===== src/rtl/cordic_sched_pkg.sv =====
// Shared types and helpers for the CORDIC job scheduler: mode codes, FSM
// state encoding and mode-to-result-count mapping.
package cordic_sched_pkg;

    localparam logic [7:0] MODE_SINCOS   = 8'd1;
    localparam logic [7:0] MODE_SINHCOSH = 8'd2;
    localparam logic [7:0] MODE_TANH     = 8'd3;
    localparam logic [7:0] MODE_ASINACOS = 8'd4;
    localparam logic [7:0] MODE_EXP      = 8'd5;
    localparam logic [7:0] MODE_LN       = 8'd6;
    localparam logic [7:0] MODE_SQRT     = 8'd7;
    localparam logic [7:0] MODE_ARCTAN   = 8'd8;

    typedef enum logic [1:0] {
        ST_IDLE  = 2'd0,
        ST_BUSY  = 2'd1,
        ST_DRAIN = 2'd2,
        ST_RESP  = 2'd3
    } sched_state_t;

    function automatic logic mode_is_valid(input logic [7:0] mode);
        return (mode >= MODE_SINCOS) && (mode <= MODE_ARCTAN);
    endfunction

    function automatic logic [1:0] mode_nres(input logic [7:0] mode);
        logic [1:0] n;
        case (mode)
            MODE_SINCOS, MODE_SINHCOSH, MODE_ASINACOS: n = 2'd2;
            MODE_TANH:                                 n = 2'd3;
            default:                                   n = 2'd1;
        endcase
        return n;
    endfunction

    // One-hot unit select; bit m-1 for mode m, zero for unknown modes.
    function automatic logic [7:0] mode_call(input logic [7:0] mode);
        logic [7:0] c;
        c = 8'd0;
        if (mode_is_valid(mode)) c = 8'd1 << (mode - 8'd1);
        return c;
    endfunction

endpackage


===== src/rtl/cordic_job_scheduler_rr_arbiter.sv =====
// Round-robin arbiter: first asserted request at or above the pointer,
// wrapping around; grant is one-hot, index is the encoded winner.
module rr_arbiter #(
    parameter int NUM_REQ = 4
) (
    input  logic [NUM_REQ-1:0] i_req,
    input  logic [2:0]         i_ptr,
    output logic [NUM_REQ-1:0] o_grant,
    output logic [2:0]         o_idx
);

    logic [7:0] w_req8;
    logic       w_found;
    logic [3:0] w_sum;

    assign w_req8 = 8'(i_req);

    always_comb begin
        w_found = 1'b0;
        w_sum   = 4'd0;
        o_idx   = 3'd0;
        for (int j = 0; j < NUM_REQ; j++) begin
            w_sum = {1'b0, i_ptr} + 4'(j);
            if (w_sum >= 4'(NUM_REQ)) w_sum = w_sum - 4'(NUM_REQ);
            if (!w_found && w_req8[w_sum[2:0]]) begin
                w_found = 1'b1;
                o_idx   = w_sum[2:0];
            end
        end
        for (int g = 0; g < NUM_REQ; g++) begin
            o_grant[g] = w_found && (o_idx == 3'(g));
        end
    end

endmodule


===== src/rtl/cordic_job_scheduler.sv =====
// Shares one bank of CORDIC units between NUM_REQ requesters: round-robin
// accept, level-high unit call until done or timeout, then a tagged response.
module cordic_job_scheduler
    import cordic_sched_pkg::*;
#(
    parameter int NUM_REQ = 4,
    parameter int DATA_W  = 32,
    parameter int TIMEOUT = 1023
) (
    input  logic                      clk,
    input  logic                      reset,
    input  logic [NUM_REQ-1:0]        req_valid,
    output logic [NUM_REQ-1:0]        req_ready,
    input  logic [NUM_REQ*8-1:0]      req_mode,
    input  logic [NUM_REQ*DATA_W-1:0] req_a,
    input  logic [NUM_REQ*DATA_W-1:0] req_b,
    output logic [7:0]                eng_call,
    output logic [DATA_W-1:0]         eng_data,
    output logic [DATA_W-1:0]         eng_data2,
    input  logic [7:0]                eng_done,
    input  logic [DATA_W-1:0]         eng_r0,
    input  logic [DATA_W-1:0]         eng_r1,
    input  logic [DATA_W-1:0]         eng_r2,
    output logic                      rsp_valid,
    input  logic                      rsp_ready,
    output logic [2:0]                rsp_id,
    output logic [7:0]                rsp_mode,
    output logic [1:0]                rsp_nres,
    output logic [DATA_W-1:0]         rsp_d0,
    output logic [DATA_W-1:0]         rsp_d1,
    output logic [DATA_W-1:0]         rsp_d2,
    output logic                      rsp_err,
    output logic                      busy,
    output sched_state_t              dbg_state
);

    localparam logic [9:0] CNT_LAST = 10'(TIMEOUT - 1);

    sched_state_t        r_state;
    logic [2:0]          r_ptr;
    logic [9:0]          r_cnt;
    logic [7:0]          r_call;
    logic [DATA_W-1:0]   r_data;
    logic [DATA_W-1:0]   r_data2;
    logic                r_rsp_valid;
    logic [2:0]          r_rsp_id;
    logic [7:0]          r_rsp_mode;
    logic [1:0]          r_rsp_nres;
    logic [DATA_W-1:0]   r_rsp_d0;
    logic [DATA_W-1:0]   r_rsp_d1;
    logic [DATA_W-1:0]   r_rsp_d2;
    logic                r_rsp_err;

    logic [NUM_REQ-1:0]  w_grant;
    logic [2:0]          w_win_idx;
    logic                w_accept;
    logic [7:0]          w_sel_mode;
    logic [DATA_W-1:0]   w_sel_a;
    logic [DATA_W-1:0]   w_sel_b;
    logic                w_done_hit;
    logic                w_timeout;
    logic [2:0]          w_ptr_next;
    logic [1:0]          w_nres;

    rr_arbiter #(.NUM_REQ(NUM_REQ)) u_arb (
        .i_req   (req_valid),
        .i_ptr   (r_ptr),
        .o_grant (w_grant),
        .o_idx   (w_win_idx)
    );

    always_comb begin
        w_sel_mode = 8'd0;
        w_sel_a    = '0;
        w_sel_b    = '0;
        for (int i = 0; i < NUM_REQ; i++) begin
            if (w_grant[i]) begin
                w_sel_mode = req_mode[i*8 +: 8];
                w_sel_a    = req_a[i*DATA_W +: DATA_W];
                w_sel_b    = req_b[i*DATA_W +: DATA_W];
            end
        end
    end

    assign req_ready  = (r_state == ST_IDLE && !reset) ? w_grant : '0;
    assign w_accept   = |req_ready;
    // r_call is zero outside BUSY, so done bits of idle units never match.
    assign w_done_hit = |(eng_done & r_call);
    assign w_timeout  = (r_cnt == CNT_LAST);
    assign w_ptr_next = (w_win_idx == 3'(NUM_REQ - 1)) ? 3'd0 : w_win_idx + 3'd1;
    assign w_nres     = mode_nres(r_rsp_mode);

    always_ff @(posedge clk) begin
        if (reset) begin
            r_state     <= ST_IDLE;
            r_ptr       <= 3'd0;
            r_cnt       <= 10'd0;
            r_call      <= 8'd0;
            r_data      <= '0;
            r_data2     <= '0;
            r_rsp_valid <= 1'b0;
            r_rsp_id    <= 3'd0;
            r_rsp_mode  <= 8'd0;
            r_rsp_nres  <= 2'd0;
            r_rsp_d0    <= '0;
            r_rsp_d1    <= '0;
            r_rsp_d2    <= '0;
            r_rsp_err   <= 1'b0;
        end else begin
            case (r_state)
                ST_IDLE: begin
                    if (w_accept) begin
                        r_ptr      <= w_ptr_next;
                        r_cnt      <= 10'd0;
                        r_data     <= w_sel_a;
                        r_data2    <= w_sel_b;
                        r_rsp_id   <= w_win_idx;
                        r_rsp_mode <= w_sel_mode;
                        if (mode_is_valid(w_sel_mode)) begin
                            r_call  <= mode_call(w_sel_mode);
                            r_state <= ST_BUSY;
                        end else begin
                            r_rsp_err   <= 1'b1;
                            r_rsp_nres  <= 2'd1;
                            r_rsp_d0    <= '0;
                            r_rsp_d1    <= '0;
                            r_rsp_d2    <= '0;
                            r_rsp_valid <= 1'b1;
                            r_state     <= ST_RESP;
                        end
                    end
                end
                ST_BUSY: begin
                    r_cnt <= r_cnt + 10'd1;
                    if (w_done_hit) begin
                        r_call     <= 8'd0;
                        r_rsp_err  <= 1'b0;
                        r_rsp_nres <= w_nres;
                        r_rsp_d0   <= eng_r0;
                        r_rsp_d1   <= (w_nres >= 2'd2) ? eng_r1 : '0;
                        r_rsp_d2   <= (w_nres == 2'd3) ? eng_r2 : '0;
                        r_state    <= ST_DRAIN;
                    end else if (w_timeout) begin
                        r_call     <= 8'd0;
                        r_rsp_err  <= 1'b1;
                        r_rsp_nres <= 2'd1;
                        r_rsp_d0   <= '0;
                        r_rsp_d1   <= '0;
                        r_rsp_d2   <= '0;
                        r_state    <= ST_DRAIN;
                    end
                end
                ST_DRAIN: begin
                    r_rsp_valid <= 1'b1;
                    r_state     <= ST_RESP;
                end
                ST_RESP: begin
                    if (rsp_ready) begin
                        r_rsp_valid <= 1'b0;
                        r_cnt       <= 10'd0;
                        r_state     <= ST_IDLE;
                    end
                end
                default: r_state <= ST_IDLE;
            endcase
        end
    end

    assign eng_call  = r_call;
    assign eng_data  = r_data;
    assign eng_data2 = r_data2;
    assign rsp_valid = r_rsp_valid;
    assign rsp_id    = r_rsp_id;
    assign rsp_mode  = r_rsp_mode;
    assign rsp_nres  = r_rsp_nres;
    assign rsp_d0    = r_rsp_d0;
    assign rsp_d1    = r_rsp_d1;
    assign rsp_d2    = r_rsp_d2;
    assign rsp_err   = r_rsp_err;
    assign busy      = (r_state != ST_IDLE);
    assign dbg_state = r_state;

endmodule

===== config.mk =====
export PLATFORM = sky130hd
export DESIGN_NAME = cordic_job_scheduler
export DESIGN_NICKNAME = d
export VERILOG_FILES = /design/src/rtl/cordic_sched_pkg.sv /design/src/rtl/cordic_job_scheduler_rr_arbiter.sv /design/src/rtl/cordic_job_scheduler.sv
export SDC_FILE = /design/constraint.sdc
export NUM_CORES = 1
export LEC_CHECK = 0
export BUFFER_PORTS_ARGS = -buffer_cell sky130_fd_sc_hd__buf_4
export CAP_MARGIN = 20
export CORE_AREA = 2 2 228 230
export CTS_BUF_LIST = sky130_fd_sc_hd__clkbuf_16
export DETAILED_ROUTE_END_ITERATION = 16
export DIE_AREA = 0 0 230 232
export PLACE_DENSITY_LB_ADDON = 0.25
export SKIP_LAST_GASP = 1
export SYNTH_ARGS = -nofsm -noshare
export SYNTH_HDL_FRONTEND = slang
export SYNTH_HIERARCHICAL = 1
export SYNTH_SLANG_ARGS = --single-unit

===== constraint.sdc =====
create_clock -name clk -period 4.7 [get_ports clk]
set_input_delay 0.235 -clock clk [delete_from_list [all_inputs] [get_ports clk]]
set_output_delay 0.235 -clock clk [all_outputs]
set_load 0.03 [all_outputs]

==> After elaboration in Yosys (flattened, before gate mapping) <==
Cells that the tools add are included.
{ "word_totals": {"regBits": 198, "latch_bits": 0, "ram_bits": 0, "rom_bits": 0, "inputBits": 399, "output_inout_bits": 190, "elab_cells": 154, "n_memories": 0} }
{ "op_classes": {"addsub": 10, "n_mul": 0, "div": 0, "n_lt_le_gt_ge": 11, "eq_ne": 17, "shifts": 1, "muxes": 72, "bitwise_logic": 1, "reduce_logical": 28} }
{ "op_table": {"columns": ["cell", "n"], "rows": [
  ["$mux 32", 16],
  ["$pmux 32 s2", 3],
  ["$mux 8", 8],
  ["$pmux 10 s3", 1],
  ["$mux 3", 9],
  ["$mux 10", 2],
  ["$mux 2", 9],
  ["$eq 8x2->1 const B", 2],
  ["$lt 3x4->1 const B", 4],
  ["$pmux 8 s2", 1],
  ["$mux 1", 13],
  ["$bmux 1 s3", 4],
  ["$ge 4x3->1 const B", 3],
  ["$reduce_and 4->1", 3],
  ["$sub 3x3->3 const B", 4],
  ["$add 10x1->10 const B", 1],
  ["$eq 10x10->1 const B", 1],
  ["$logic_and 1x1->1", 9],
  ["$add 3x2->4 const B", 2],
  ["$and 8x8->8", 1],
  ["$eq 8x1->1 const B", 1],
  ["$eq 8x3->1 const B", 1],
  ["$ge 8x1->1 const B", 1],
  ["$le 8x4->1 const B", 1],
  ["28 further kinds", 40]
]} }

==> Longest topological paths before layout <==
Gate-level depths: netlist (run 1).
{ "depth": {"depth_word": 25, "mapped_depth": 25, "depth_no_buf": 18} }

==> Hierarchy <==
Netlist (run 1), hierarchy kept.
{ "modules_own_cells": {"columns": ["module", "n_inst", "cells_per_inst", "area_per_inst_um2", "seq_area_each_um2"], "rows": [
  ["cordic_job_scheduler", 1, 1267, 9565.4, 3963.8],
  ["rr_arbiter", 1, 42, 355.3, 0.0]
]} }

==> Worst setup path before layout (run 1) <==
OpenSTA, ideal clock, no wires.
{ "synth_timing": {"kind": "flip-flop to flip-flop", "startpoint": "register r_ptr[0]", "endpoint": "register r_rsp_d1[11] (netlist: rsp_d1[11])", "setup_time_ns": 0.069, "t_arrival_ns": 4.477, "required_ns": 4.631, "setup_slack_ns": 0.154, "path_stages_with_launch": 24, "n_path_buf": 7, "synth_period_minus_slack_ns": 4.546, "path_cell_list": "dfxtp_1 -> buf_6 -> buf_2 -> inv_1 -> ha_1 -> mux4_2 -> nand2b_1 -> nor3b_1 -> and2_4 -> a211oi_1 -> nor2b_1 -> buf_4 -> buf_6 -> a221oi_1 -> or2_1 -> ha_1 -> o21ai_0 -> mux2i_2 -> a311o_1 -> buf_4 -> buf_6 -> buf_8 -> nand2_2 -> a21oi_2"} }
{ "synth_between": {"elab_chain_len": 24, "elab_cells_between_ends": 57, "classes_between": "add/sub (7); order compare (6); eq/ne (5); mux (25); reduce/logical (14)"} }
{ "synth_rtl": {"columns": ["item", "line_no", "rtl"], "rows": [
  ["start, declared", "cordic_job_scheduler.sv:40", "logic [2:0] r_ptr;"],
  ["start signal, assigned", "cordic_job_scheduler.sv:113", "r_ptr <= w_ptr_next;"],
  ["branches (longest 15 deep; another with $add 3x1->4)", null, null],
  ["$logic_and 1x1->1 *", "cordic_job_scheduler_rr_arbiter.sv:31", "o_grant[g] = w_found && (o_idx == 3'(g));"],
  ["named net w_grant[0]", "cordic_job_scheduler.sv:54", "logic [NUM_REQ-1:0] w_grant;"],
  ["$mux 8 (4 in a row)", "cordic_job_scheduler.sv:77", "if (w_grant[i]) begin"],
  ["$ge 8x1->1 / $le 8x4->1 (equally long branches)", "cordic_sched_pkg.sv:22", "return (mode >= MODE_SINCOS) && (mode <= MODE_ARCTAN);"],
  ["$logic_and 1x1->1", "cordic_sched_pkg.sv:22", null],
  ["$ne 2x2->1 (no line)", null, null],
  ["$reduce_and 4->1 (no line) *", null, null],
  ["end signal, assigned", "cordic_job_scheduler.sv:140", "r_rsp_d1 <= (w_nres >= 2'd2) ? eng_r1 : '0;"],
  ["end, declared", "cordic_job_scheduler.sv:50", "logic [DATA_W-1:0] r_rsp_d1;"]
]} }
Mark *: on every way through the listed nets, which the timed path passes. The select of a mux whose other input is x is not followed.
A chain may end at the register's enable or synchronous reset.

==> Final worst setup path (run 1) <==
{ "layout_timing": {"startpoint": "register r_ptr[0]", "endpoint": "register r_call[4] (netlist: eng_call[4])"} }
{ "layout_between": {"elab_cells_between_ends": 62, "classes_between": "add/sub (8); order compare (6); eq/ne (5); shift (1); mux (28); reduce/logical (14)"} }
{ "layout_rtl": {"columns": ["item", "line_no", "rtl"], "rows": [
  ["branches (longest 13 deep; another with $add 3x1->4)", null, null],
  ["$mux 3 *", "cordic_job_scheduler_rr_arbiter.sv:25", "if (!w_found && w_req8[w_sum[2:0]]) begin"],
  ["named net w_win_idx[1]", "cordic_job_scheduler.sv:55", "logic [2:0] w_win_idx;"],
  ["$eq 3x2->1 *", "cordic_job_scheduler_rr_arbiter.sv:31", null],
  ["$logic_and 1x1->1 *", "cordic_job_scheduler_rr_arbiter.sv:31", null],
  ["named net w_grant[3]", "cordic_job_scheduler.sv:54", null],
  ["$mux 8", "cordic_job_scheduler.sv:77", null],
  ["$sub 8x1->8", "cordic_sched_pkg.sv:39", "if (mode_is_valid(mode)) c = 8'd1 << (mode - 8'd1);"],
  ["$shl 1x8->8", "cordic_sched_pkg.sv:39", null],
  ["$mux 8", "cordic_job_scheduler.sv:119", "if (mode_is_valid(w_sel_mode)) begin"],
  ["$mux 8", "cordic_job_scheduler.sv:112", "if (w_accept) begin"],
  ["$pmux 8 s2", "cordic_job_scheduler.sv:110", "case (r_state)"],
  ["end signal, assigned", "cordic_job_scheduler.sv:120", "r_call <= mode_call(w_sel_mode);"],
  ["end, declared", "cordic_job_scheduler.sv:42", "logic [7:0] r_call;"]
]} }
Marked as above.

==> results of run 1 <==
-- cells in the mapped netlist (4+ instances only) --
cell type / count
nor3_1: 14
buf_1: 8
nand3_1: 100
mux2i_1: 4
nand2b_1: 4
buf_2: 23
a21oi_2: 10
a221oi_1: 5
a211oi_1: 9
nor2_1: 153
o22ai_1: 9
ha_1: 12
buf_6: 5
dfxtp_1: 198
o211ai_1: 62
xnor2_1: 5
nor2b_1: 4
inv_1: 16
a22oi_1: 66
nand2_2: 10
or3_1: 5
nand2_1: 180
xor2_1: 4
and2_1: 8
clkbuf_1: 82
a22o_1: 7
o21ai_0: 73
nand4_1: 5
a21oi_1: 173
-- registers in the layout, indices dropped and copies added (netlist names), 8 cells and up --
signal	count
eng_call	8
eng_data	32
eng_data2	32
r_cnt	10
rsp_d0	32
rsp_d1	32
rsp_d2	32
rsp_mode	8
-- power groups by stage --
stage | combinational [mW] | clock, mW | sequential (mW)
floorplan | 3.38 | 0 | 2.57
global placement | 5.75 | 0 | 2.13
detailed placement | 5.80 | 0 | 2.13
CTS | 5.91 | 1.55 | 2.10
global route | 6.69 | 1.60 | 2.13
finish | 6.08 | 1.48 | 2.10
-- layout make-up --
| type | instances | area (µm²) |
|---|---|---|
| timing repair buffer | 722 | 5780 |
| clock buffer | 17 | 425 |
| tap | 680 | 851 |
| multi-input combinational | 973 | 5460 |
| sequential | 198 | 3970 |
| fill | 5431 | 34200 |
| clock inverter | 15 | 136 |
| antenna | 3 | 7.51 |
| inverter | 16 | 63.8 |
-- layer usage --
| layer | vias up | part of all wire [%] |
|---|---|---|
| met3 | 49 | 8.2 |
| li1 | 5893 | - |
| met5 | - | 0.045 |
| met2 | 481 | 50 |
| met4 | 4 | 1.9 |
| met1 | 5605 | 40 |
-- final timing paths --
check / depth (start not counted) / slack, ns / to / from
worst min-delay path: 3 / 0.06 / rsp_d0[11] / eng_r0[11]
worst max register to register: 15 / 0.20 / eng_call[4] / r_ptr[0]
worst min register to register: 2 / 0.45 / rsp_d0[18] / rsp_d0[18]
worst max-delay path: 15 / 0.20 / eng_call[4] / r_ptr[0]
-- kinds of logic after synthesis --
group	count (synthesis)	synth area share [%]
compound gates	440	28.1
xor+xnor	9	0.794
fa+ha+maj	12	1.51
buf+inv	138	6.12
flops	198	40.0
mux	10	1.49
other cells	1	0.0378
simple gates	501	22.0
-- critical path: cells and delay by family (launching register included) --
family          cells  cell delay, ns
compound gates      6            2.03
simple gates        5            0.92
mux                 1            0.58
buf+inv             3            0.56
flops               1            0.36
-- metrics by stage --
step           power, mW  setup TNS (ns)  area [µm²]
6_report            9.66               0       16700
5_1_grt             10.4        -0.00132       16700
4_1_cts             9.57               0       16600
3_5_place_dp        7.93           -1.36       15000
3_3_place_gp        7.88               0       15000
2_1_floorplan       5.94               0        9920
-- timing repair --
item | CTS | global route
setup buffers | 1 | 2
hold buffers | 94 | 0
gates resized for setup | 2 | 12
endpoints found under the hold margin | 94 | 0
cloned | 0 | 2
endpoints found under the setup margin | 53 | 93
pin swaps | 0 | 2
==> summary.txt, run 1 <==
Run status
  • Status: complete, no violations

Final layout
  • Layout Nets: 2339
  • Share of layout cells above drive strength 1: 36.9%
  • Most frequent cells in the layout: 617 x buf_4, 197 x dfxtp_1, 180 x nand2_1
  • Area Growth Syn to Fin: 68.2%
  • Post-Layout Cell Count: 2624
  • Commonest non-fill, non-tap cell in the layout: buf_4
  • Fin util: 32.8%

Placed design
  • Dpl cells: 2490
  • Place WS: -0.0561 ns
  • Post-DP HPWL: 35300 µm
  • Gpl congestion: 0.875
  • IO Port Bufs: 588

STA
  • Period utilisation layout: 95.7%
  • Final WS setup: 0.200 ns
  • Final Max Tran Viols: 0
  • Clock skew: 0.0178 ns
  • Fin Hold WS: 0.0640 ns
  • Fin. Hold Viols: 0
  • Slew headroom: 32.7%
  • Setup repair after global routing missed its margin: yes
  • Fmax: 222 MHz
  • Final setup vio count: 0
  • Worst-Margin Slew: 1.00 ns
  • Tmin final: 4.50 ns

Clock tree
  • H-tree level count: 4
  • Inserted Clock Buffers: 17
  • CTS tree: yes
  • CTS sink count: 198
  • Worst skew pair latency: 0.49 ns
  • Clock Tree Buf Depth: 2
  • Clock root cell: clkbuf_16
  • Clock-pin slew on the worst setup and hold paths: 0.08 ns

Synthesis
  • Mapped cell area: 9920 µm²
  • Synth top area share: 40.0%
  • Synth async-reset ratio: 0%
  • Net Count, Synth: 1720
  • Synth top area cells: dfxtp_1 40%, a21oi_1 8.7%, nand2_1 6.8%
  • Post-synth top flop: dfxtp_1
  • Sequential area share after synthesis: 40.0%
  • Syn Area/Cell: 7.58 µm²
  • Distinct cell type count after synthesis: 63
  • Synth warnings: 6
  • Area leader, netlist: dfxtp_1
  • EDFF count, synth: 0
  • Post-synthesis register bit count: 198
  • Cells after Synth: 1309

Global route
  • First-pass GRT wire length: 68800 µm
  • Met1 track demand over resource: 19.3%
  • Total gr overflow: 0
  • Total track usage: 16.8%
  • Met2 usage: 29.6%
  • Vias in the first global route: 11.8k
  • Pin count of the biggest net entering global routing: 102
  • Initial antenna violation count: 6
  • Global route hottest layer: met2
  • Met3 Use GR: 5.28%

Power
  • Sw power: 4.77 mW
  • Sequential power share: 21.7%
  • Part of the power in the clock network: 15.3%
  • Total power divided by cell area: 579 nW/µm²
  • Combinational cell fraction of total power: 63.0%
  • Pleak: 6.88 nW
  • Int Pwr: 4.89 mW
  • Peak VDD IR: 320 µV
  • Switching portion of total power: 49.3%

Worst setup path
  • Largest stage delay, worst path: 0.64 ns
  • Critical path launch point type: flop
  • Worst Path Max Fanout: 14
  • Worst setup path category: flop to flop
  • Worst path arrival time: 4.93 ns
  • Slowest CP cell: a2111oi_2
  • Crit path cell chain: buf_4 > mux4_1 > o21a_1 > nand4_1 > o21a_1 > inv_1 > and2_4 > or2_1 > buf_4 > a221oi_1 > nor2_1 > a2111oi_2 > nor2_1 > a2111oi_2 > a32o_1
  • Req. time, crit path: 5.13 ns
  • Endpoint class of the critical path: flop

Route
  • Antenna-violating nets left: 0
  • Via Count: 12.0k
  • WL final: 46900 µm
  • 1st-iter DRT viols: 648
  • # DRC: 0
  • DRT Pass-1 Iters: 7
  • Via/cell ratio: 4.59
  • Mean routed wirelength per cell: 17.9 µm

Die
  • # IOs: 589
  • Initial Util: 19.5%
  • DIE HEIGHT: 232 µm
  • Die area: 53400 µm²
  • CORE AREA: 50900 µm²
  • Die X: 230 µm
  • Cell Rows: 83

Run
  • Max cap viols: 0

Worst hold path
  • Hold Path Class: input pin to flop
(Power assumes the default switching activity.)
==> inputs of run 2 (changes only) <==
--- a/config.mk
+++ b/config.mk
@@ -7,13 +7,13 @@
 export LEC_CHECK = 0
 export BUFFER_PORTS_ARGS = -buffer_cell sky130_fd_sc_hd__buf_4
 export CAP_MARGIN = 20
-export CORE_AREA = 2 2 228 230
+export CORE_AREA = 2 2 232 234
 export CTS_BUF_LIST = sky130_fd_sc_hd__clkbuf_16
 export DETAILED_ROUTE_END_ITERATION = 16
-export DIE_AREA = 0 0 230 232
+export DIE_AREA = 0 0 234 236
 export PLACE_DENSITY_LB_ADDON = 0.25
+export REMOVE_ABC_BUFFERS = 1
 export SKIP_LAST_GASP = 1
 export SYNTH_ARGS = -nofsm -noshare
 export SYNTH_HDL_FRONTEND = slang
-export SYNTH_HIERARCHICAL = 1
 export SYNTH_SLANG_ARGS = --single-unit
==> run 2 against run 1 <==
  * Combinational power decreased by 8.6%
  * Area after synthesis increased by 6.3%
  * Sequential share of layout area decreased by 1.0 points
  * Sequential cell count unchanged
  * Sequential power increased by 8%
==> summary.txt, run 2 <==
Clock tree
  • H-tree level count: 4 (unchanged)
  • Clock Tree Buf Depth: 2 (unchanged)
  • Worst skew pair latency: 0.49 ns (about the same)
  • Clock root cell: clkbuf_16
  • CTS sink count: 198 (unchanged)
  • CTS tree: yes
  • Inserted Clock Buffers: 17 (unchanged)
  • Clock-pin slew on the worst setup and hold paths: 0.09 ns (about the same)

STA
  • Fin. Hold Viols: 0 (unchanged)
  • Slew headroom: 25.9% (-6.7 points)
  • Tmin final: 4.44 ns (-0.0578 ns)
  • Final Max Tran Viols: 0 (unchanged)
  • Period utilisation layout: 94.5% (-1.2 points)
  • Clock skew: 0.0209 ns (+0.00303 ns)
  • Worst-Margin Slew: 1.11 ns (+0.110 ns)
  • Fmax: 225 MHz (+1.3%)
  • Final setup vio count: 0 (unchanged)
  • Setup repair after global routing missed its margin: yes
  • TNS Setup: 0 ns (unchanged)

Route
  • Mean routed wirelength per cell: 20.0 µm (+12%)
  • Via/cell ratio: 4.83 (+5.3%)
  • WL final: 52600 µm (+12%)
  • 1st-iter DRT viols: 575 (-11%)
  • Antenna-violating nets left: 0 (unchanged)
  • # DRC: 0 (unchanged)
  • Via Count: 12.7k (+5.7%)
  • DRT Pass-1 Iters: 5 (-2)

Synthesis
  • Synth top area cells: dfxtp_1 38%, o21ai_0 7.9%, a221o_1 6.2%
  • Post-synth top flop: dfxtp_1
  • Area leader, netlist: dfxtp_1
  • Synth async-reset ratio: 0% (unchanged)
  • Mapped cell area: 10500 µm² (+6.3%)
  • Cells after Synth: 1315 (+0.46%)
  • EDFF count, synth: 0 (unchanged)
  • Sequential area share after synthesis: 37.6% (-2.4 points)
  • Count leader, synth: dfxtp_1
  • Distinct cell type count after synthesis: 58 (-7.9%)
  • Syn Area/Cell: 8.02 µm² (+5.8%)
  • Top post-synthesis cells by count: 198 x dfxtp_1, 167 x o21ai_0, 109 x clkbuf_1, 107 x nand2_1, 101 x a21oi_1
  • Post-synthesis register bit count: 198 (unchanged)
  • Synth warnings: 0 (-6)
  • Synth top area share: 37.6% (-2.4 points)

Global route
  • First-pass GRT wire length: 76900 µm (+12%)
  • Pin count of the biggest net entering global routing: 99 (-2.9%)
  • Initial antenna violation count: 11 (+5)
  • Vias in the first global route: 12.6k (+7.0%)
  • Total gr overflow: 0 (unchanged)
  • Total track usage: 18.3% (+1.4 points)

Power
  • Pleak: 7.26 nW (+5.5%)
  • Peak VDD IR: 347 µV (+8.4%)
  • Total power: 9.42 mW (-2.5%)
  • Total power divided by cell area: 541 nW/µm² (-6.6%)

Run status
  • Status: complete, no violations

Placed design
  • IO Port Bufs: 588 (unchanged)
  • Dpl cells: 2500 (+0.40%)
  • Post-DP HPWL: 38300 µm (+8.5%)
  • Placement Cell Area: 15700 µm² (+4.5%)
  • Gpl congestion: 0.867 (-0.90%)

Die
  • CORE AREA: 53100 µm² (+4.3%)
  • Die area: 55200 µm² (+3.5%)
  • Cell Rows: 85 (+2.4%)
  • # IOs: 589 (unchanged)
  • DIE HEIGHT: 236 µm (+1.7%)
  • Initial Util: 19.9% (+0.37 points)
  • Die X: 234 µm (+1.7%)

Final layout
  • Area occupied by multi-input gates: 5980 µm² (+9.7%)
  • Layout Nets: 2337 (-0.086%)
  • Register area: 3960 µm² (about the same)
  • Final instance area: 17400 µm² (+4.4%)
  • Area Growth Syn to Fin: 65.2%
  • Post-Layout Cell Count: 2634 (+0.38%)
  • Filler Cells Inserted: 5554 (+2.3%)
  • Share of layout cells above drive strength 1: 37.5% (+0.53 points)
  • Fin util: 32.8% (about the same)
  • Most frequent cells in the layout: 626 x buf_4, 198 x dfxtp_1, 162 x o21ai_0
  • Commonest non-fill, non-tap cell in the layout: buf_4

Worst setup path
  • Endpoint class of the critical path: flop
  • Worst Path Max Fanout: 32 (+18)
  • Critical path launch point type: flop
  • Worst path arrival time: 4.85 ns (-0.08 ns)
  • Largest stage delay, worst path: 0.37 ns (-0.27 ns)
  • Worst setup path category: flop to flop
  • Crit path cell chain: inv_1 > ha_2 > mux4_2 > and2_1 > nand2_1 > a21oi_1 > a31oi_1 > buf_4 > ha_2 > nand2_1 > o211ai_1 > nand3_2 > ha_1 > nand2b_1 > a221oi_2 > a2111oi_2 > buf_4 > o21ai_4 > nand2_4 > buf_4 > buf_12 > o21ai_0
  • Req. time, crit path: 5.11 ns (-0.02 ns)
  • Cell mode on critical path: buf_4
  • Slowest CP cell: ha_2

Worst hold path
  • Hold Path Class: input pin to flop

Run
  • Max cap viols: 0 (unchanged)
[run 2: changes by cell type in the layout (fill, tap and decap cells not counted), sizes merged, moves of 61 or more]
| cell | previous run | this run |
|---|---|---|
| a21oi | 183 | 101 |
| a221o | 1 | 65 |
| a22oi | 66 | 5 |
| nand2 | 190 | 107 |
| nand3 | 100 | 12 |
| o21ai | 73 | 171 |
[run 2: layer usage]
layer	share of wire, %	global-route usage [%]	vias to the layer above	routed length [µm]
li1	-	-	6092	-
met1	39	20.8	6012	20600
met2	50	32.4	534	26500
met3	7.7	5.23	79	4030
met4	2.5	5.91	2	1340
met5	0.030	0	-	16
[run 2: logic make-up after synthesis]
| group | Yosys count | share of synthesized area [%] |
|---|---|---|
| and+or+nand+nor | 386 | 17.5 |
| AOI/OAI and AO/OA | 515 | 34.0 |
| adders and majority gates | 16 | 1.90 |
| DFF | 198 | 37.6 |
| xor gates and xnor gates | 16 | 1.33 |
| muxes | 5 | 0.724 |
| buffers and inverters | 179 | 6.89 |
[run 2: through the flow]
| step | hold WS (ns) | setup slack, ns |
|---|---|---|
| after global placement | 0.460 | 0.108 |
| after detailed placement | 0.466 | -0.0698 |
| after CTS | 0.00120 | 0.0558 |
| final | 0.0492 | 0.258 |
| after global routing | 0.00775 | -0.0260 |
| after floorplan | 0.304 | -3.28 |
[run 2: worst paths after layout]
kind         startpoint    endpoint  slack [ns]  cells after the start
min reg2reg  rsp_d0[16]  rsp_d0[16]        0.47                      2
min           eng_r0[5]   rsp_d0[5]        0.05                      3
max reg2reg    r_ptr[1]  rsp_d1[10]        0.26                     22
max            r_ptr[1]  rsp_d1[10]        0.26                     22
[run 2: cell type report]
class                      instances  area share, %
tap                              696           5.00
antenna                            3         0.0431
sequential                       198           22.8
clock buffer                      17           2.44
inverter                          40          0.862
clock inverter                    15           1.10
timing repair buffer             727           33.5
multi-input combinational        938           34.3
[run 2: power breakdown]
group	leakage, nW	internal [mW]	total (mW)	switching (mW)
clock	0.299	0.735	1.59	0.851
sequential	1.61	2.03	2.27	0.240
combinational	5.35	2.14	5.56	3.42
[run 2: repair_timing]
action | 4_1_cts | 5_1_grt
resized for setup | 3 | 16
cloned | 1 | 1
buffers inserted | 2 | 5
hold endpoints to repair | 90 | 0
setup endpoints to repair | 65 | 103
hold buffers | 90 | 0
pin swaps | 3 | 0
[run 2: critical path, delay by kind of cell (launching register included)]
kind / cells / cell delay [ns]
compound gates: 7 / 1.35
fa+ha+maj: 3 / 0.80
simple gates: 6 / 0.80
buf+inv: 5 / 0.73
flops: 1 / 0.34
mux: 1 / 0.31
==> inputs of run 3 (changes only) <==
==> constraint.sdc (replaced) <==
create_clock -name clk -period 3.8 [get_ports clk]
set_input_delay 0.19 -clock clk [delete_from_list [all_inputs] [get_ports clk]]
set_output_delay 0.19 -clock clk [all_outputs]
set_load 0.03 [all_outputs]
==> run 3 against run 2 <==
  * The run now ends with negative setup slack left
  * Sequential power up 24%
  * Sequential share of layout area down 2.1 points
  * Cell area increased by 10%
  * Critical path depth is 2 higher
  * Cell count grew 5.0%
  * Maximum frequency rose by 5.9%
  * Combinational power grew 55%
  * Wire length is 5.3% higher
  * Utilization grew 3.4 points
  * Clock-buffer cell count unchanged
  * Register-to-register slack worse by 0.65 ns
  * First-iteration DRC count grew 3.5%
  * Largest cell class is now buffers
==> summary.txt, run 3 (same netlist as run 2, synthesis figures left out) <==
STA
  • Clock skew: 0.0226 ns (+0.00176 ns)
  • Slew headroom: 31.8% (+5.8 points)
  • Period utilisation layout: 110% (+16 points)
  • Fmax: 238 MHz (+5.9%)
  • Final WS setup: -0.396 ns (-0.654 ns)
  • Fin. Hold Viols: 0 (unchanged)
  • Final Max Tran Viols: 0 (unchanged)
  • Tmin final: 4.20 ns (-0.246 ns)
  • Worst-Margin Slew: 1.02 ns (-0.0871 ns)
  • Setup repair after global routing missed its margin: yes
  • Final setup vio count: 110 (+110)

Final layout
  • Filler Cells Inserted: 5491 (-1.1%)
  • Layout Nets: 2470 (+5.7%)
  • Share of layout cells above drive strength 1: 41.5% (+4.0 points)
  • Register area: 3970 µm² (about the same)
  • Area Growth Syn to Fin: 82.3%
  • Commonest non-fill, non-tap cell in the layout: buf_4
  • Area occupied by multi-input gates: 6390 µm² (+6.7%)
  • Most frequent cells in the layout: 677 x buf_4, 196 x dfxtp_1, 141 x dlygate4sd3_1
  • Final instance area: 19200 µm² (+10%)

Global route
  • First-pass GRT wire length: 80400 µm (+4.5%)
  • Vias in the first global route: 13.4k (+6.7%)
  • Initial antenna violation count: 10 (-1)
  • Pin count of the biggest net entering global routing: 98 (-1.0%)
  • Total track usage: 19.1% (+0.88 points)
  • Total gr overflow: 0 (unchanged)

Route
  • 1st-iter DRT viols: 595 (+3.5%)
  • DRT Pass-1 Iters: 5 (unchanged)
  • Antenna-violating nets left: 0 (unchanged)
  • # DRC: 0 (unchanged)
  • WL final: 55400 µm (+5.3%)
  • Via/cell ratio: 4.85 (+0.45%)
  • Mean routed wirelength per cell: 20.0 µm (+0.25%)
  • Via Count: 13.4k (+5.5%)

Run status
  • Failing checks: negative setup slack
  • Status: finished with violations

Placed design
  • Post-DP HPWL: 39200 µm (+2.4%)
  • Gpl congestion: 0.852 (-1.8%)
  • Place WS: -0.658 ns (-0.589 ns)
  • IO Port Bufs: 588 (unchanged)
  • Placement Cell Area: 16200 µm² (+3.2%)

Clock tree
  • Clock Tree Buf Depth: 2 (unchanged)
  • CTS tree: yes
  • Worst skew pair latency: 0.50 ns (about the same)
  • Clock root cell: clkbuf_16
  • Clock-pin slew on the worst setup and hold paths: 0.09 ns (about the same)
  • CTS sink count: 198 (unchanged)
  • Inserted Clock Buffers: 17 (unchanged)
  • H-tree level count: 4 (unchanged)

Worst hold path
  • Hold Path Class: input pin to flop

Worst setup path
  • Largest stage delay, worst path: 0.35 ns (-0.02 ns)
  • R2r setup slk: -0.40 ns (-0.65 ns)
  • Req. time, crit path: 4.17 ns (-0.94 ns)
  • Slowest CP cell: a221o_1
  • Endpoint class of the critical path: flop
  • Worst setup path category: flop to flop
  • Worst Path Max Fanout: 11 (-66%)
  • Worst path arrival time: 4.57 ns (-0.28 ns)
  • Crit path cell chain: buf_6 > buf_12 > mux2i_4 > a221o_1 > nand3_2 > a21oi_2 > a31oi_2 > buf_6 > ha_4 > buf_6 > nand2_2 > o211ai_1 > nand3_2 > ha_2 > nand2b_4 > a221oi_4 > a2111oi_4 > buf_4 > o21a_4 > buf_6 > buf_6 > buf_12 > o211ai_1 > o21ai_1
  • Critical path launch point type: flop
  • Cell mode on critical path: buf_6

Power
  • Peak VDD IR: 412 µV (+19%)
  • Pleak: 8.02 nW (+11%)
  • Total power divided by cell area: 700 nW/µm² (+29%)

Die
  • # IOs: 589 (unchanged)
  • CORE AREA: 53100 µm² (unchanged)
  • Initial Util: 19.9% (unchanged)
  • Die X: 234 µm (unchanged)
  • DIE HEIGHT: 236 µm (unchanged)
  • Die area: 55200 µm² (unchanged)
  • Cell Rows: 85 (unchanged)

Run
  • Max cap viols: 0 (unchanged)
==> run 3: critical path, delay by kind of cell, from the launching register on <==
family / cells / cell delay, ns
AO/OA/AOI/OAI: 9 / 1.71
adder cells (fa/ha/maj): 2 / 0.32
buffers and inverters: 8 / 1.08
flip-flops: 1 / 0.34
multiplexers: 1 / 0.19
AND/OR/NAND/NOR: 4 / 0.41
==> run 3: area by class of cell <==
cell class                      instances  area share (%)
Timing Repair Buffer                  858            37.5
Multi-Input combinational cell        940            33.2
Sequential cell                       198            20.6
Tap cell                              696            4.53
Clock buffer                           17            2.21
Clock inverter                         15            1.04
Inverter                               40           0.781
Antenna cell                            3          0.0391
==> run 3: final timing paths <==
| kind | from | endpoint | cells after the start |
|---|---|---|---|
| worst max-delay path | r_ptr[0] | rsp_d2[6] | 24 |
| worst min-delay path | req_b[108] | eng_data2[12] | 3 |
| worst max register to register | r_ptr[0] | rsp_d2[6] | 24 |
| worst min register to register | rsp_d0[14] | rsp_d0[14] | 2 |
==> run 3: power by group <==
| part | leakage (nW) | total, mW | internal, mW | switching [mW] |
|---|---|---|---|---|
| logic | 6.11 | 8.63 | 3.72 | 4.91 |
| clock network | 0.304 | 2.00 | 0.958 | 1.04 |
| registers | 1.61 | 2.82 | 2.52 | 0.301 |
==> run 3: through the flow <==
step / setup TNS, ns / std cells / utilization [%] / hold slack, ns / total power [mW]
6_report: -30.33 / 2767 / 36.2 / 0.0384 / 13.4
5_1_grt: -47.87 / 2766 / 36.2 / 0.0230 / 14.2
4_1_cts: -23.27 / 2758 / 35.5 / 0.000629 / 13.0
3_5_place_dp: -64.25 / 2559 / 30.6 / 0.453 / 9.88
3_3_place_gp: -48.97 / 2559 / 30.6 / 0.447 / 9.84
2_1_floorplan: -670.53 / 1176 / - / 0.259 / 6.70
==> run 3: layer usage <==
| layer | routed length, µm | share of wire [%] | track usage, % |
|---|---|---|---|
| met5 | 9 | 0.016 | 0 |
| met4 | 1490 | 2.7 | 6.44 |
| met3 | 4490 | 8.1 | 6.10 |
| met2 | 28100 | 51 | 33.8 |
| met1 | 21300 | 38 | 21.5 |
==> run 3: what timing repair did <==
action                                  in CTS  in global routing
gates cloned                                 9                  1
pin swaps                                   19                 35
resized for setup                          139                 75
hold buffers                               141                  0
endpoints found under the hold margin      141                  0
endpoints found under the setup margin     113                127
buffers inserted                            17                 15
